**config.mk**
```make
export PLATFORM = sky130hd
export DESIGN_NAME = exu_posu_issue_ctl
export DESIGN_NICKNAME = d
export VERILOG_FILES = /design/src/rtl/veer_types.sv /design/src/rtl/exu_posu_wdog.sv /design/src/rtl/exu_posu_issue_ctl.sv
export SDC_FILE = /design/constraint.sdc
export NUM_CORES = 1
export LEC_CHECK = 0
export BUFFER_PORTS_ARGS = -buffer_cell sky130_fd_sc_hd__buf_2
export CAP_MARGIN = 10
export CORE_ASPECT_RATIO = 0.8
export CORE_MARGIN = 4
export CORE_UTILIZATION = 40
export DETAILED_ROUTE_END_ITERATION = 10
export GPL_TIMING_DRIVEN = 0
export PLACE_DENSITY = 0.67
export SLEW_MARGIN = 20
export SYNTH_ARGS = -nofsm -noshare
export SYNTH_HDL_FRONTEND = slang
export SYNTH_SLANG_ARGS = --single-unit
```
**constraint.sdc**
```tcl
create_clock -name clk -period 6.4 [get_ports clk]
set_input_delay 1.28 -clock clk [delete_from_list [all_inputs] [get_ports clk]]
set_output_delay 1.28 -clock clk [all_outputs]
set_load 0.02 [all_outputs]
```
**src/rtl/veer_types.sv**
```systemverilog
// Shared types for the posit issue controller: op packet, issuer states,
// and the operand negation helper used to turn a sub into an add.
package veer_types;

    typedef struct packed {
        logic valid;
        logic add;
        logic sub;
        logic mul;
        logic div;
    } posu_pkt_t;

    typedef enum logic [1:0] {
        IDLE = 2'd0,
        BUSY = 2'd1,
        WB   = 2'd2
    } posu_state_e;

    localparam posu_pkt_t   POSU_PKT_ADD = '{valid: 1'b1, add: 1'b1, sub: 1'b0, mul: 1'b0, div: 1'b0};
    localparam logic [15:0] LAT_MAX      = 16'hFFFF;

    // Two's complement negation; NaR (0x80000000) and zero map to themselves.
    function automatic logic [31:0] posit_neg(input logic [31:0] x);
        return ~x + 32'd1;
    endfunction

endpackage

```
**src/rtl/exu_posu_wdog.sv**
```systemverilog
// Watchdog for the posit issuer: counts BUSY cycles and flags the cycle in
// which the count reaches TIMEOUT_CYCLES; timeout is the registered pulse.
module exu_posu_wdog #(
    parameter int unsigned TIMEOUT_CYCLES = 255
) (
    input  logic clk,
    input  logic rst,
    input  logic clr,
    input  logic run,
    input  logic cancel,
    output logic expire,
    output logic timeout
);

    localparam int unsigned CW = (TIMEOUT_CYCLES < 2) ? 1 : $clog2(TIMEOUT_CYCLES);
    localparam logic [CW-1:0] LIMIT = CW'(TIMEOUT_CYCLES - 1);

    logic [CW-1:0] cnt_r;
    logic          timeout_r;

    // A finishing or flushed op is never reported as timed out.
    always_comb begin
        expire = run & (cnt_r == LIMIT) & ~cancel;
    end

    // Count completed BUSY cycles since the op was issued.
    always_ff @(posedge clk or posedge rst) begin
        if (rst) begin
            cnt_r <= '0;
        end else if (clr) begin
            cnt_r <= '0;
        end else if (run && (cnt_r != LIMIT)) begin
            cnt_r <= cnt_r + {{(CW-1){1'b0}}, 1'b1};
        end
    end

    // One-cycle pulse, aligned with the issuer's return to IDLE.
    always_ff @(posedge clk or posedge rst) begin
        if (rst) begin
            timeout_r <= 1'b0;
        end else begin
            timeout_r <= expire;
        end
    end

    assign timeout = timeout_r;

endmodule

```
**src/rtl/exu_posu_issue_ctl.sv**
```systemverilog
// Issue controller between the decoder and the posit unit (exu_posu_ctl):
// issues add/sub, rejects mul/div, handles writeback and flush.
// Optional watchdog enabled with `define RV_POSU_TIMEOUT_EN.
module exu_posu_issue_ctl
    import veer_types::*;
#(
    parameter int unsigned TIMEOUT_CYCLES = 255
) (
    input  logic        clk,
    input  logic        rst,
    input  logic        dec_valid,
    input  posu_pkt_t   dec_pkt,
    input  logic [31:0] dec_rs1,
    input  logic [31:0] dec_rs2,
    input  logic [4:0]  dec_rd,
    input  logic        flush,
    output logic        dec_busy,
    output logic        posu_valid,
    output logic [31:0] posu_a,
    output logic [31:0] posu_b,
    output posu_pkt_t   posu_dp,
    input  logic        posu_finish,
    input  logic [31:0] posu_out,
    output logic        wb_valid,
    output logic [4:0]  wb_rd,
    output logic [31:0] wb_data,
    input  logic        wb_ready,
    output logic        illegal,
    output logic [15:0] last_lat,
    output logic        timeout
);

    posu_state_e state_r, state_nxt_s;
    logic [31:0] a_r, b_r, res_r;
    posu_pkt_t   dp_r;
    logic [4:0]  rd_r;
    logic [15:0] lat_cnt_r, lat_inc_s, last_lat_r;
    logic        illegal_r;
    logic        op_ok_s, op_bad_s, is_sub_s, busy_s;
    logic        load_s, finish_s, illegal_nxt_s, wdog_expire_s;

    // Decode the offered op; a flush kills whatever the decoder presents.
    always_comb begin
        op_ok_s   = dec_valid & dec_pkt.valid & (dec_pkt.add | dec_pkt.sub) & ~flush;
        op_bad_s  = dec_valid & dec_pkt.valid & ~(dec_pkt.add | dec_pkt.sub)
                  & (dec_pkt.mul | dec_pkt.div) & ~flush;
        is_sub_s  = dec_pkt.sub & ~dec_pkt.add;
        busy_s    = (state_r == BUSY);
        lat_inc_s = (lat_cnt_r == LAT_MAX) ? LAT_MAX : lat_cnt_r + 16'd1;
    end

    // Next-state logic; flush has priority over finish, ready and new ops.
    always_comb begin
        state_nxt_s   = state_r;
        load_s        = 1'b0;
        finish_s      = 1'b0;
        illegal_nxt_s = 1'b0;
        case (state_r)
            IDLE: begin
                if (op_ok_s) begin
                    state_nxt_s = BUSY;
                    load_s      = 1'b1;
                end else if (op_bad_s) begin
                    illegal_nxt_s = 1'b1;
                end else begin
                    state_nxt_s = IDLE;
                end
            end
            BUSY: begin
                if (flush) begin
                    state_nxt_s = IDLE;
                end else if (posu_finish) begin
                    finish_s    = 1'b1;
                    state_nxt_s = (rd_r == 5'd0) ? IDLE : WB;
                end else if (wdog_expire_s) begin
                    state_nxt_s = IDLE;
                end else begin
                    state_nxt_s = BUSY;
                end
            end
            WB: begin
                if (flush) begin
                    state_nxt_s = IDLE;
                end else if (wb_ready) begin
                    if (op_ok_s) begin
                        // retire and issue in the same cycle
                        state_nxt_s = BUSY;
                        load_s      = 1'b1;
                    end else begin
                        state_nxt_s   = IDLE;
                        illegal_nxt_s = op_bad_s;
                    end
                end else begin
                    state_nxt_s = WB;
                end
            end
            default: begin
                state_nxt_s = IDLE;
            end
        endcase
    end

    // Decoder back-pressure; WB releases the decoder in the cycle it retires.
    always_comb begin
        case (state_r)
            IDLE:    dec_busy = 1'b0;
            WB:      dec_busy = ~wb_ready;
            default: dec_busy = 1'b1;
        endcase
    end

    // State register.
    always_ff @(posedge clk or posedge rst) begin
        if (rst) begin
            state_r <= IDLE;
        end else begin
            state_r <= state_nxt_s;
        end
    end

    // Operand capture; these stay frozen for the whole BUSY period.
    always_ff @(posedge clk or posedge rst) begin
        if (rst) begin
            a_r  <= 32'd0;
            b_r  <= 32'd0;
            dp_r <= '0;
            rd_r <= 5'd0;
        end else if (load_s) begin
            a_r  <= dec_rs1;
            b_r  <= is_sub_s ? posit_neg(dec_rs2) : dec_rs2;
            dp_r <= POSU_PKT_ADD;
            rd_r <= dec_rd;
        end
    end

    // Result capture and issue-to-finish latency tracking.
    always_ff @(posedge clk or posedge rst) begin
        if (rst) begin
            res_r      <= 32'd0;
            lat_cnt_r  <= 16'd0;
            last_lat_r <= 16'd0;
        end else begin
            if (finish_s) begin
                res_r      <= posu_out;
                last_lat_r <= lat_inc_s;
            end
            if (load_s) begin
                lat_cnt_r <= 16'd0;
            end else if (busy_s) begin
                lat_cnt_r <= lat_inc_s;
            end
        end
    end

    // Illegal-op pulse.
    always_ff @(posedge clk or posedge rst) begin
        if (rst) begin
            illegal_r <= 1'b0;
        end else begin
            illegal_r <= illegal_nxt_s;
        end
    end

`ifdef RV_POSU_TIMEOUT_EN
    exu_posu_wdog #(
        .TIMEOUT_CYCLES(TIMEOUT_CYCLES)
    ) u_wdog (
        .clk     (clk),
        .rst     (rst),
        .clr     (load_s),
        .run     (busy_s),
        .cancel  (flush | posu_finish),
        .expire  (wdog_expire_s),
        .timeout (timeout)
    );
`else
    assign wdog_expire_s = 1'b0;
    assign timeout       = 1'b0;
`endif

    assign posu_valid = busy_s;
    assign posu_a     = a_r;
    assign posu_b     = b_r;
    assign posu_dp    = dp_r;
    assign wb_valid   = (state_r == WB);
    assign wb_rd      = rd_r;
    assign wb_data    = res_r;
    assign illegal    = illegal_r;
    assign last_lat   = last_lat_r;

endmodule

```
; ---- Word level (Yosys, flattened, before mapping)
; Cells that the tools add are included.
[totals]
elab_cells = 59
ram_bits = 0
output_inout_bits = 127
latch_bits = 0
memories = 0
input_bits = 112
ff_bits = 137
rom_bits = 0
[op_classes]
muxes = 27
n_eq_ne = 4
addsub = 2
div_mod_pow = 0
n_shift = 0
bitwise_logic = 14
order_cmp = 0
multipliers = 0
reduce_logical = 3
[op_table]
columns = operator, count
row1 = $mux 16, 3
row2 = $add 32x1->32 const B, 1
row3 = $mux 32, 1
row4 = $not 32->32, 1
row5 = $add 16x1->16 const B, 1
row6 = $eq 16x16->1 const B, 1
row7 = $mux 2, 7
row8 = $mux 1, 12
row9 = $and 1x1->1, 7
row10 = $pmux 1 s2, 3
row11 = $pmux 2 s3, 1
row12 = $logic_not 5->1, 1
row13 = $not 1->1, 4
row14 = $ne 3x3->1 const B, 1
row15 = $eq 2x1->1 const B, 1
row16 = $eq 2x2->1 const B, 1
row17 = $logic_not 2->1, 1
row18 = $or 1x1->1, 2
row19 = $reduce_bool 2->1, 1

; ---- Depth between registers and ports, before layout
; Gate-level depths: netlist (run 1).
[logic_depth]
ltp_word = 9
ltp_mapped = 8
depth_no_buf = 7

; ---- Worst setup path before layout (run 1)
; No wires, ideal clock.
[synth_timing]
kind = input-to-output
start = in wb_ready
end = out dec_busy
path_slack_ps = 3515
path_buffers = 0
cell_stages = 2
arrival_ps = 1605
required_ps = 5120
cell_sequence = nand2b_1 nand2b_1
[synth_between]
elab_chain_cells = 2
[synth_lines]
columns = element, line
row1 = from (decl), exu_posu_issue_ctl.sv:27  ; input logic wb_ready,
row2 = $not 1->1, exu_posu_issue_ctl.sv:107  ; WB: dec_busy = ~wb_ready;
row3 = $pmux 1 s2, exu_posu_issue_ctl.sv:105  ; case (state_r)
row4 = to (decl), exu_posu_issue_ctl.sv:17  ; output logic dec_busy,
; Every way passes these cells.

; ---- Final worst setup path (run 1)
; Ends and elaborated chain as after synthesis.

==> impl_metrics.prom, run 1 <==
# TYPE chip_impl_metric gauge
chip_impl_metric{name="hold_buffers",unit=""} 0
chip_impl_metric{name="worst-endpoint-arrival",unit="ns"} 1.81
chip_impl_info{name="hold_start",value="wb_data[11]"} 1
chip_impl_metric{name="overflow",unit=""} 0
chip_impl_metric{name="postRouteAntennaNets",unit=""} 0
chip_impl_metric{name="clk_pin_slew",unit="ns"} 0.06
chip_impl_metric{name="grt_start_max_net_pins",unit=""} 83
chip_impl_metric{name="layout.cells.non_filler",unit=""} 1189
chip_impl_info{name="crit_path_top_delay_cell",value="sky130_fd_sc_hd__nand2b_1"} 1
chip_impl_metric{name="final_hpwl_from_detailed_placement",unit="mm"} 13.49
chip_impl_metric{name="grt_util_met2",unit="%"} 29.42
chip_impl_info{name="synth_area_leader_cell",value="sky130_fd_sc_hd__dfrtp_1"} 1
chip_impl_metric{name="worst_path_largest_cell_delay",unit="ns"} 0.17
chip_impl_info{name="holdCritPathClass",value="flop to flop"} 1
chip_impl_metric{name="grt_antenna_before_repair",unit=""} 2
chip_impl_metric{name="slew-limit-headroom",unit="%"} 62.34
chip_impl_metric{name="path_max_fanout",unit=""} 3
chip_impl_metric{name="powerDensity",unit="mW/mm²"} 349.1
chip_impl_metric{name="clock-skew-final",unit="ns"} 0.009593
chip_impl_metric{name="drt-vias-per-instance",unit=""} 4.845
chip_impl_metric{name="reg2reg_depth",unit=""} 7
chip_impl_metric{name="postLayoutCoreUtil",unit="%"} 54.03
chip_impl_metric{name="timing.reg2reg.setup_slack",unit="ns"} 4.24
chip_impl_metric{name="start_util",unit="%"} 40.66
chip_impl_metric{name="synth.avg_cell_area",unit="µm²"} 9.066
chip_impl_metric{name="synth-compound-area-share",unit="%"} 10.86
chip_impl_info{name="outcome",value="finished clean"} 1
chip_impl_metric{name="synth_enable_flop_cells",unit=""} 0
chip_impl_info{name="largest_cells_by_area_after_synthesis",value="sky130_fd_sc_hd__dfrtp_1 54%, sky130_fd_sc_hd__nand2_1 15%, sky130_fd_sc_hd__o21ai_0 3.0%"} 1
chip_impl_metric{name="post_route_minimum_period",unit="ns"} 3.091
chip_impl_metric{name="timing_hold_violations_final",unit=""} 0
chip_impl_metric{name="grt_pass1_wl",unit="mm"} 28.72
chip_impl_metric{name="highest_clock_frequency_the_design_can_meet",unit="MHz"} 323.5
chip_impl_info{name="critical_path.reg2reg.startpoint",value="lat_cnt_r[0]"} 1
chip_impl_metric{name="ir_worst_vdd",unit="mV"} 0.1580
chip_impl_metric{name="design.core.area",unit="mm²"} 0.01570
chip_impl_metric{name="p_switching",unit="µW"} 987.1
chip_impl_metric{name="finalMaxSlewViolations",unit=""} 0
chip_impl_metric{name="detail_route.iter0.violations",unit=""} 349
chip_impl_metric{name="ys_warn_count",unit=""} 0
chip_impl_metric{name="buffer_ports.inserted",unit=""} 234
chip_impl_metric{name="dieArea",unit="mm²"} 0.01805
chip_impl_metric{name="io_pins",unit=""} 239
chip_impl_metric{name="worst-slew-pin-transition",unit="ns"} 0.5649
chip_impl_metric{name="total_of_max_cap_violations",unit=""} 0
chip_impl_metric{name="synth_mux_area_share",unit="%"} 0.7842
chip_impl_metric{name="hold-path-cell-count",unit=""} 2
chip_impl_metric{name="ys_async_sr_fraction",unit="%"} 100.0
chip_impl_info{name="worstSetupStartpointType",value="input pin"} 1
chip_impl_info{name="critical_path_class",value="input pin to output port"} 1
chip_impl_metric{name="yosys.area_share.xor_xnor",unit="%"} 4.803
chip_impl_metric{name="post-route-period-util",unit="%"} 48.30
chip_impl_metric{name="synth_top_area_share",unit="%"} 53.71
chip_impl_metric{name="final_nets",unit=""} 1075
chip_impl_metric{name="postRouteWirelength",unit="mm"} 18.16
chip_impl_metric{name="cts_setup_buffers",unit=""} 0
chip_impl_metric{name="power.static_leakage",unit="nW"} 4.349
chip_impl_info{name="worstReg2RegEnd",value="lat_cnt_r[7]"} 1
chip_impl_metric{name="num_antenna_cells",unit=""} 0
chip_impl_metric{name="power_frac_clock",unit="%"} 34.4
chip_impl_info{name="crit_path_cell_trace",value="buf_2 > nand2b_1 > nand2b_1 > buf_2"} 1
chip_impl_metric{name="rows",unit=""} 41
chip_impl_metric{name="h_tree_depth_reported_by_cts",unit=""} 4
chip_impl_info{name="rsz_0062_raised_after_global_routing",value="no"} 1
chip_impl_metric{name="die_width",unit="µm"} 149.2
chip_impl_metric{name="cell_internal_pwr",unit="mW"} 1.974
chip_impl_metric{name="timing.critical_path.required",unit="ns"} 5.12
chip_impl_metric{name="first_global_vias",unit=""} 5448
chip_impl_metric{name="tritoncts_num_sinks",unit=""} 137
chip_impl_info{name="cts_tree",value="yes"} 1
chip_impl_metric{name="ctsLongestPathBuffers",unit=""} 2
chip_impl_metric{name="detail_route.drc_violations",unit=""} 0
chip_impl_metric{name="drive_gt1_share",unit="%"} 30.49
chip_impl_metric{name="power.share.combinational",unit="%"} 26.0
chip_impl_metric{name="power.total",unit="mW"} 2.961
chip_impl_metric{name="grt_usage",unit="%"} 20.00
chip_impl_metric{name="syn-instance-count",unit=""} 704
chip_impl_info{name="clk_root_buffer_cell",value="sky130_fd_sc_hd__clkbuf_16"} 1
chip_impl_metric{name="placed_cells_incl_taps",unit=""} 1157
chip_impl_metric{name="postPlaceCellArea",unit="mm²"} 0.007869
chip_impl_metric{name="via_count",unit=""} 5761
chip_impl_metric{name="wl_cell",unit="µm"} 15.27
chip_impl_metric{name="post_synth_instance_area",unit="mm²"} 0.006382
chip_impl_metric{name="synth_seq_area_share",unit="%"} 53.71
chip_impl_info{name="worst_path_dominant_cell_family",value="buffers and inverters"} 1
chip_impl_metric{name="place_congestion",unit=""} 0.8679
chip_impl_metric{name="critical_path.n_buffers_inverters",unit=""} 2
chip_impl_metric{name="setup-tns-final",unit="ns"} 0
chip_impl_metric{name="yosys.area_share.adder",unit="%"} 0.3921
chip_impl_metric{name="dr.pass1.iters",unit=""} 5
chip_impl_metric{name="synth_to_final_area_change",unit="%"} 32.90
chip_impl_metric{name="worstSkewPairLatency",unit="ns"} 0.41
chip_impl_metric{name="post_synth_and_or_nand_nor_area_fraction",unit="%"} 25.78
chip_impl_metric{name="numCtsBuffers",unit=""} 17
chip_impl_metric{name="final-setup-viol-count",unit=""} 0
chip_impl_info{name="hold_path_end",value="wb_data[11]"} 1
chip_impl_metric{name="synth.distinct_cells",unit=""} 55
chip_impl_metric{name="share_seq_of_total_power",unit="%"} 39.6
chip_impl_info{name="timing.critical_path.to_type",value="output port"} 1
chip_impl_metric{name="gr-usage-met3",unit="%"} 5.228
chip_impl_metric{name="finish.instance_area",unit="mm²"} 0.008482
chip_impl_info{name="top_usage_layer",value="met2"} 1
chip_impl_metric{name="synth.ff_latch_count",unit=""} 137
chip_impl_metric{name="fp.dieH",unit="µm"} 121.0
chip_impl_metric{name="cts_resized",unit=""} 0
chip_impl_metric{name="power.switching_fraction",unit="%"} 33.34
chip_impl_info{name="synth_top_family_by_area",value="simple AND/OR/NAND/NOR gates"} 1
chip_impl_metric{name="gr-usage-met1",unit="%"} 29.06
chip_impl_info{name="postSynth.topFlopCell",value="sky130_fd_sc_hd__dfrtp_1"} 1
## state kept, by name (all words and copies together) (netlist names)
name and count:
posu_a 32, posu_b 32, wb_data 32, last_lat 16
lat_cnt_r 16, wb_rd 5, state_r 2, illegal 1
posu_dp 1
## power groups by stage
stage | Sequential [mW] | Clock, mW | Combinational (mW)
after floorplan | 1.41 | 0 | 0.233
after global placement | 1.18 | 0 | 0.771
after detailed placement | 1.18 | 0 | 0.784
after CTS | 1.17 | 1.04 | 0.783
after global routing | 1.20 | 1.08 | 0.848
final | 1.17 | 1.02 | 0.771
## how the worst max path moves through the flow
stage                     startpoint    endpoint  slack (ns)  depth (start not counted)
after floorplan                  rst     illegal        1.45                          1
after global placement           rst  posu_b[18]       -0.26                          2
after detailed placement  dec_rs2[0]  posu_b[28]        3.25                          8
after CTS                   wb_ready    dec_busy        3.30                          4
after global routing      state_r[0]  posu_valid        3.17                          4
final                       wb_ready    dec_busy        3.31                          4
## area by class of cell
class	instances	area (µm²)
Fill cell	1513	7216
Sequential cell	137	3428
Multi-Input combinational cell	520	2735
Timing Repair Buffer	235	1199
Clock buffer	21	470.5
Tap cell	215	269.0
Buffer	43	203.9
Clock inverter	11	142.6
Inverter	7	33.78
## per-stage QoR
stage,hold WS [ns],setup slack [ns]
after floorplan,0.4984,1.452
after global placement,0.4535,-0.2591
after detailed placement,0.4562,3.250
after CTS,0.4708,3.299
after global routing,0.4875,3.174
final,0.4689,3.309
## Yosys cell counts (all sizes together), types with 3 or more instances
master    n
nor4      8
o41ai     3
clkbuf   27
nand3     7
a31oi    10
nand2   263
dfrtp   137
nor2     30
and4      5
nand2b   10
xnor2    17
nor3b     3
o21ai    41
or3       4
xor2     18
nand4     4
o31ai    10
a41oi     3
and2      4
mux2i     5
buf      16
a21oi    19
nor3     13
nor2b     3
a311oi    8
inv       7
and3      5
o22a      6
## per-layer routing
| metal | wire length, µm | vias up | part of all wire [%] |
|---|---|---|---|
| met3 | 1326 | 17 | 7.3 |
| met4 | 199 | 4 | 1.1 |
| met2 | 8206 | 212 | 45 |
| met5 | 27 | - | 0.15 |
| met1 | 8397 | 2666 | 46 |
| li1 | - | 2862 | - |
## layout by cell type (no fill, tap or decap), drive strengths merged, types with 3 or more instances in the layout
cell,count
xor2,18
clkbuf,48
o22a,6
bufinv,3
a311oi,8
or3,4
mux2i,5
inv,9
a41oi,3
and3,5
a31oi,10
buf,251
o31ai,10
nand2,263
nand2b,10
xnor2,17
o41ai,3
nor2b,3
nor2,30
nand3,7
conb,4
and2,4
o21ai,41
a21oi,19
and4,5
nor3,13
clkinv,4
dfrtp,137
nand4,4
nor4,8
nor3b,3
## worst register-to-register path, stage by stage (launching register included)
cell	delay, ns
sky130_fd_sc_hd__dfrtp_1	0.43
sky130_fd_sc_hd__ha_1	0.17
sky130_fd_sc_hd__clkbuf_2	0.17
sky130_fd_sc_hd__and4_1	0.33
sky130_fd_sc_hd__nand4_1	0.19
sky130_fd_sc_hd__and2_1	0.25
sky130_fd_sc_hd__buf_2	0.21
sky130_fd_sc_hd__a311oi_1	0.31
## logic make-up after synthesis
kind of cell | count (synthesis)
other | 1
AND/OR/NAND/NOR | 366
flip-flops | 137
buffers and inverters | 50
XOR/XNOR | 35
AO/OA/AOI/OAI | 108
adder cells (fa/ha/maj) | 2
multiplexers | 5
Power figures use the tool's default switching activity.
==> run 2, diff against run 1 <==
==> constraint.sdc (replaced) <==
create_clock -name clk -period 2.92 [get_ports clk]
set_input_delay 0.584 -clock clk [delete_from_list [all_inputs] [get_ports clk]]
set_output_delay 0.584 -clock clk [all_outputs]
set_load 0.02 [all_outputs]
==> impl_metrics.prom, run 2 (synthesized netlist as in run 1, its figures left out) <==
# TYPE chip_impl_metric gauge
chip_impl_metric{name="postLayoutCoreUtil",unit="%"} 54.42
chip_impl_metric{name="fp.dieH",unit="µm"} 121.0
chip_impl_metric{name="num_antenna_cells",unit=""} 0
chip_impl_metric{name="timing_hold_violations_final",unit=""} 0
chip_impl_metric{name="grt_start_max_net_pins",unit=""} 33
chip_impl_metric{name="slew-limit-headroom",unit="%"} 59.24
chip_impl_info{name="rsz_0062_raised_after_global_routing",value="no"} 1
chip_impl_metric{name="powerDensity",unit="mW/mm²"} 754.3
chip_impl_metric{name="cts_resized",unit=""} 0
chip_impl_metric{name="clock-skew-final",unit="ns"} 0.008067
chip_impl_metric{name="finalMaxSlewViolations",unit=""} 0
chip_impl_info{name="timing.critical_path.to_type",value="output port"} 1
chip_impl_metric{name="gr-usage-met1",unit="%"} 29.37
chip_impl_metric{name="start_util",unit="%"} 40.66
chip_impl_info{name="critical_path_class",value="flop to output port"} 1
chip_impl_metric{name="hold_buffers",unit=""} 0
chip_impl_metric{name="grt_pass1_wl",unit="mm"} 29.16
chip_impl_metric{name="postRouteWirelength",unit="mm"} 18.12
chip_impl_metric{name="critical_path.n_buffers_inverters",unit=""} 3
chip_impl_metric{name="numCtsBuffers",unit=""} 17
chip_impl_info{name="cts_tree",value="yes"} 1
chip_impl_metric{name="synth_to_final_area_change",unit="%"} 33.86
chip_impl_metric{name="post-route-period-util",unit="%"} 84.19
chip_impl_metric{name="timing.critical_path.required",unit="ns"} 2.34
chip_impl_info{name="crit_path_cell_trace",value="nand2b_1 > inv_1 > clkbuf_1 > buf_2"} 1
chip_impl_metric{name="total_of_max_cap_violations",unit=""} 0
chip_impl_metric{name="wl_cell",unit="µm"} 15.20
chip_impl_metric{name="dieArea",unit="mm²"} 0.01805
chip_impl_info{name="holdCritPathClass",value="input pin to asynchronous set/reset pin"} 1
chip_impl_metric{name="fillers",unit=""} 1499
chip_impl_metric{name="die_width",unit="µm"} 149.2
chip_impl_metric{name="path_max_fanout",unit=""} 10
chip_impl_info{name="worst_path_dominant_cell_family",value="buffers and inverters"} 1
chip_impl_info{name="layout_common_cells",value="263 x sky130_fd_sc_hd__nand2_1, 239 x sky130_fd_sc_hd__buf_2, 137 x sky130_fd_sc_hd__dfrtp_1"} 1
chip_impl_metric{name="fin_ws",unit="ns"} 0.4616
chip_impl_metric{name="final-setup-viol-count",unit=""} 0
chip_impl_info{name="top_usage_layer",value="met2"} 1
chip_impl_metric{name="grt_antenna_before_repair",unit=""} 1
chip_impl_metric{name="dr.pass1.iters",unit=""} 5
chip_impl_metric{name="h_tree_depth_reported_by_cts",unit=""} 4
chip_impl_info{name="crit_path_top_delay_cell",value="sky130_fd_sc_hd__clkbuf_1"} 1
chip_impl_metric{name="reg2reg_depth",unit=""} 7
chip_impl_metric{name="drive_gt1_share",unit="%"} 30.40
chip_impl_metric{name="final_nets",unit=""} 1079
chip_impl_metric{name="finish.instance_area",unit="mm²"} 0.008543
chip_impl_metric{name="placement.setup.worst_slack",unit="ns"} 0.4650
chip_impl_info{name="final_common_cell",value="sky130_fd_sc_hd__nand2_1"} 1
chip_impl_metric{name="worst-slew-pin-transition",unit="ns"} 0.6114
chip_impl_metric{name="overflow",unit=""} 0
chip_impl_metric{name="tritoncts_num_sinks",unit=""} 137
chip_impl_metric{name="design.core.area",unit="mm²"} 0.01570
chip_impl_info{name="outcome",value="finished clean"} 1
chip_impl_metric{name="timing.reg2reg.setup_slack",unit="ns"} 0.79
chip_impl_metric{name="grt_usage",unit="%"} 20.32
chip_impl_metric{name="grt_util_met2",unit="%"} 30.40
chip_impl_metric{name="first_global_vias",unit=""} 5571
chip_impl_metric{name="io_pins",unit=""} 239
chip_impl_metric{name="gr-usage-met3",unit="%"} 5.414
chip_impl_metric{name="via_count",unit=""} 5832
chip_impl_metric{name="clk_pin_slew",unit="ns"} 0.06
chip_impl_metric{name="place_congestion",unit=""} 0.8351
chip_impl_metric{name="ir_worst_vdd",unit="mV"} 0.5156
chip_impl_metric{name="worst-endpoint-arrival",unit="ns"} 1.87
chip_impl_metric{name="worst-path-stages",unit=""} 4
chip_impl_metric{name="worstSkewPairLatency",unit="ns"} 0.41
chip_impl_metric{name="postRouteAntennaNets",unit=""} 0
chip_impl_info{name="worstSetupStartpointType",value="flop"} 1
chip_impl_metric{name="postPlaceCellArea",unit="mm²"} 0.007945
chip_impl_metric{name="worst_path_largest_cell_delay",unit="ns"} 0.48
chip_impl_metric{name="rows",unit=""} 41
chip_impl_info{name="clk_root_buffer_cell",value="sky130_fd_sc_hd__clkbuf_16"} 1
chip_impl_metric{name="power.static_leakage",unit="nW"} 4.371
chip_impl_metric{name="cts_setup_buffers",unit=""} 0
chip_impl_metric{name="detail_route.iter0.violations",unit=""} 292
chip_impl_metric{name="final_hpwl_from_detailed_placement",unit="mm"} 13.87
chip_impl_metric{name="ctsLongestPathBuffers",unit=""} 2
chip_impl_metric{name="detail_route.drc_violations",unit=""} 0
chip_impl_metric{name="post_route_minimum_period",unit="ns"} 2.458
chip_impl_metric{name="setup-tns-final",unit="ns"} 0
chip_impl_metric{name="drt-vias-per-instance",unit=""} 4.893
chip_impl_metric{name="buffer_ports.inserted",unit=""} 234
chip_impl_metric{name="highest_clock_frequency_the_design_can_meet",unit="MHz"} 406.8
## run 2: cell count changes in the layout (fill, tap and decap cells not counted)
| cell | previous run | this run |
|---|---|---|
| sky130_fd_sc_hd__buf_12 | 0 | 4 |
| sky130_fd_sc_hd__clkbuf_1 | 26 | 29 |
| sky130_fd_sc_hd__clkinv_2 | 4 | 2 |
| sky130_fd_sc_hd__clkinv_4 | 0 | 1 |
| sky130_fd_sc_hd__inv_6 | 2 | 0 |
| sky130_fd_sc_hd__inv_8 | 1 | 0 |
## run 2: per-stage QoR
step | hold slack (ns) | power, mW | instances
finish | 0.06740 | 6.444 | 1192
global route | 0.04567 | 6.818 | 1192
CTS | 0.04037 | 6.527 | 1192
detailed placement | 0.4562 | 4.320 | 1161
global placement | 0.4511 | 4.273 | 1156
floorplan | 0.4984 | 3.600 | 707
## run 2: path summary, 6_finish.rpt
path                               from      endpoint
max in group asynchronous           rst  last_lat[12]
max reg2reg                lat_cnt_r[0]  lat_cnt_r[5]
min                                 rst    posu_b[18]
min in group clk            dec_rs1[18]    posu_a[18]
min reg2reg                 wb_data[25]   wb_data[25]
max                          state_r[0]    posu_valid
## run 2: final cells by class
| class | count | area, µm² | share of cell area, % |
|---|---|---|---|
| multi-input combinational | 520 | 2735 | 32.02 |
| tap | 215 | 269.0 | 3.149 |
| inverter | 7 | 30.03 | 0.3515 |
| clock inverter | 7 | 116.4 | 1.362 |
| clock buffer | 24 | 481.7 | 5.639 |
| timing repair buffer | 239 | 1279 | 14.97 |
| sequential | 137 | 3428 | 40.13 |
| buffer | 43 | 203.9 | 2.387 |
## run 2: worst reg2reg max path, delay by kind of cell (launching register included)
| family | cells | cell delay, ns |
|---|---|---|
| simple gates | 3 | 0.76 |
| flops | 1 | 0.43 |
| buf+inv | 2 | 0.37 |
| compound gates | 1 | 0.30 |
| fa+ha+maj | 1 | 0.17 |
## run 2: routing by layer
metal	share of wire [%]	vias up
li1	-	2873
met1	47	2752
met2	45	189
met3	6.8	16
met4	1.2	2
met5	0.066	-
## run 2: power breakdown
group | leakage, nW | switching [mW] | internal [mW]
clock network | 0.290 | 0.770 | 1.41
logic | 2.35 | 1.10 | 0.599
registers | 1.73 | 0.240 | 2.33
total | 4.37 | 2.11 | 4.33
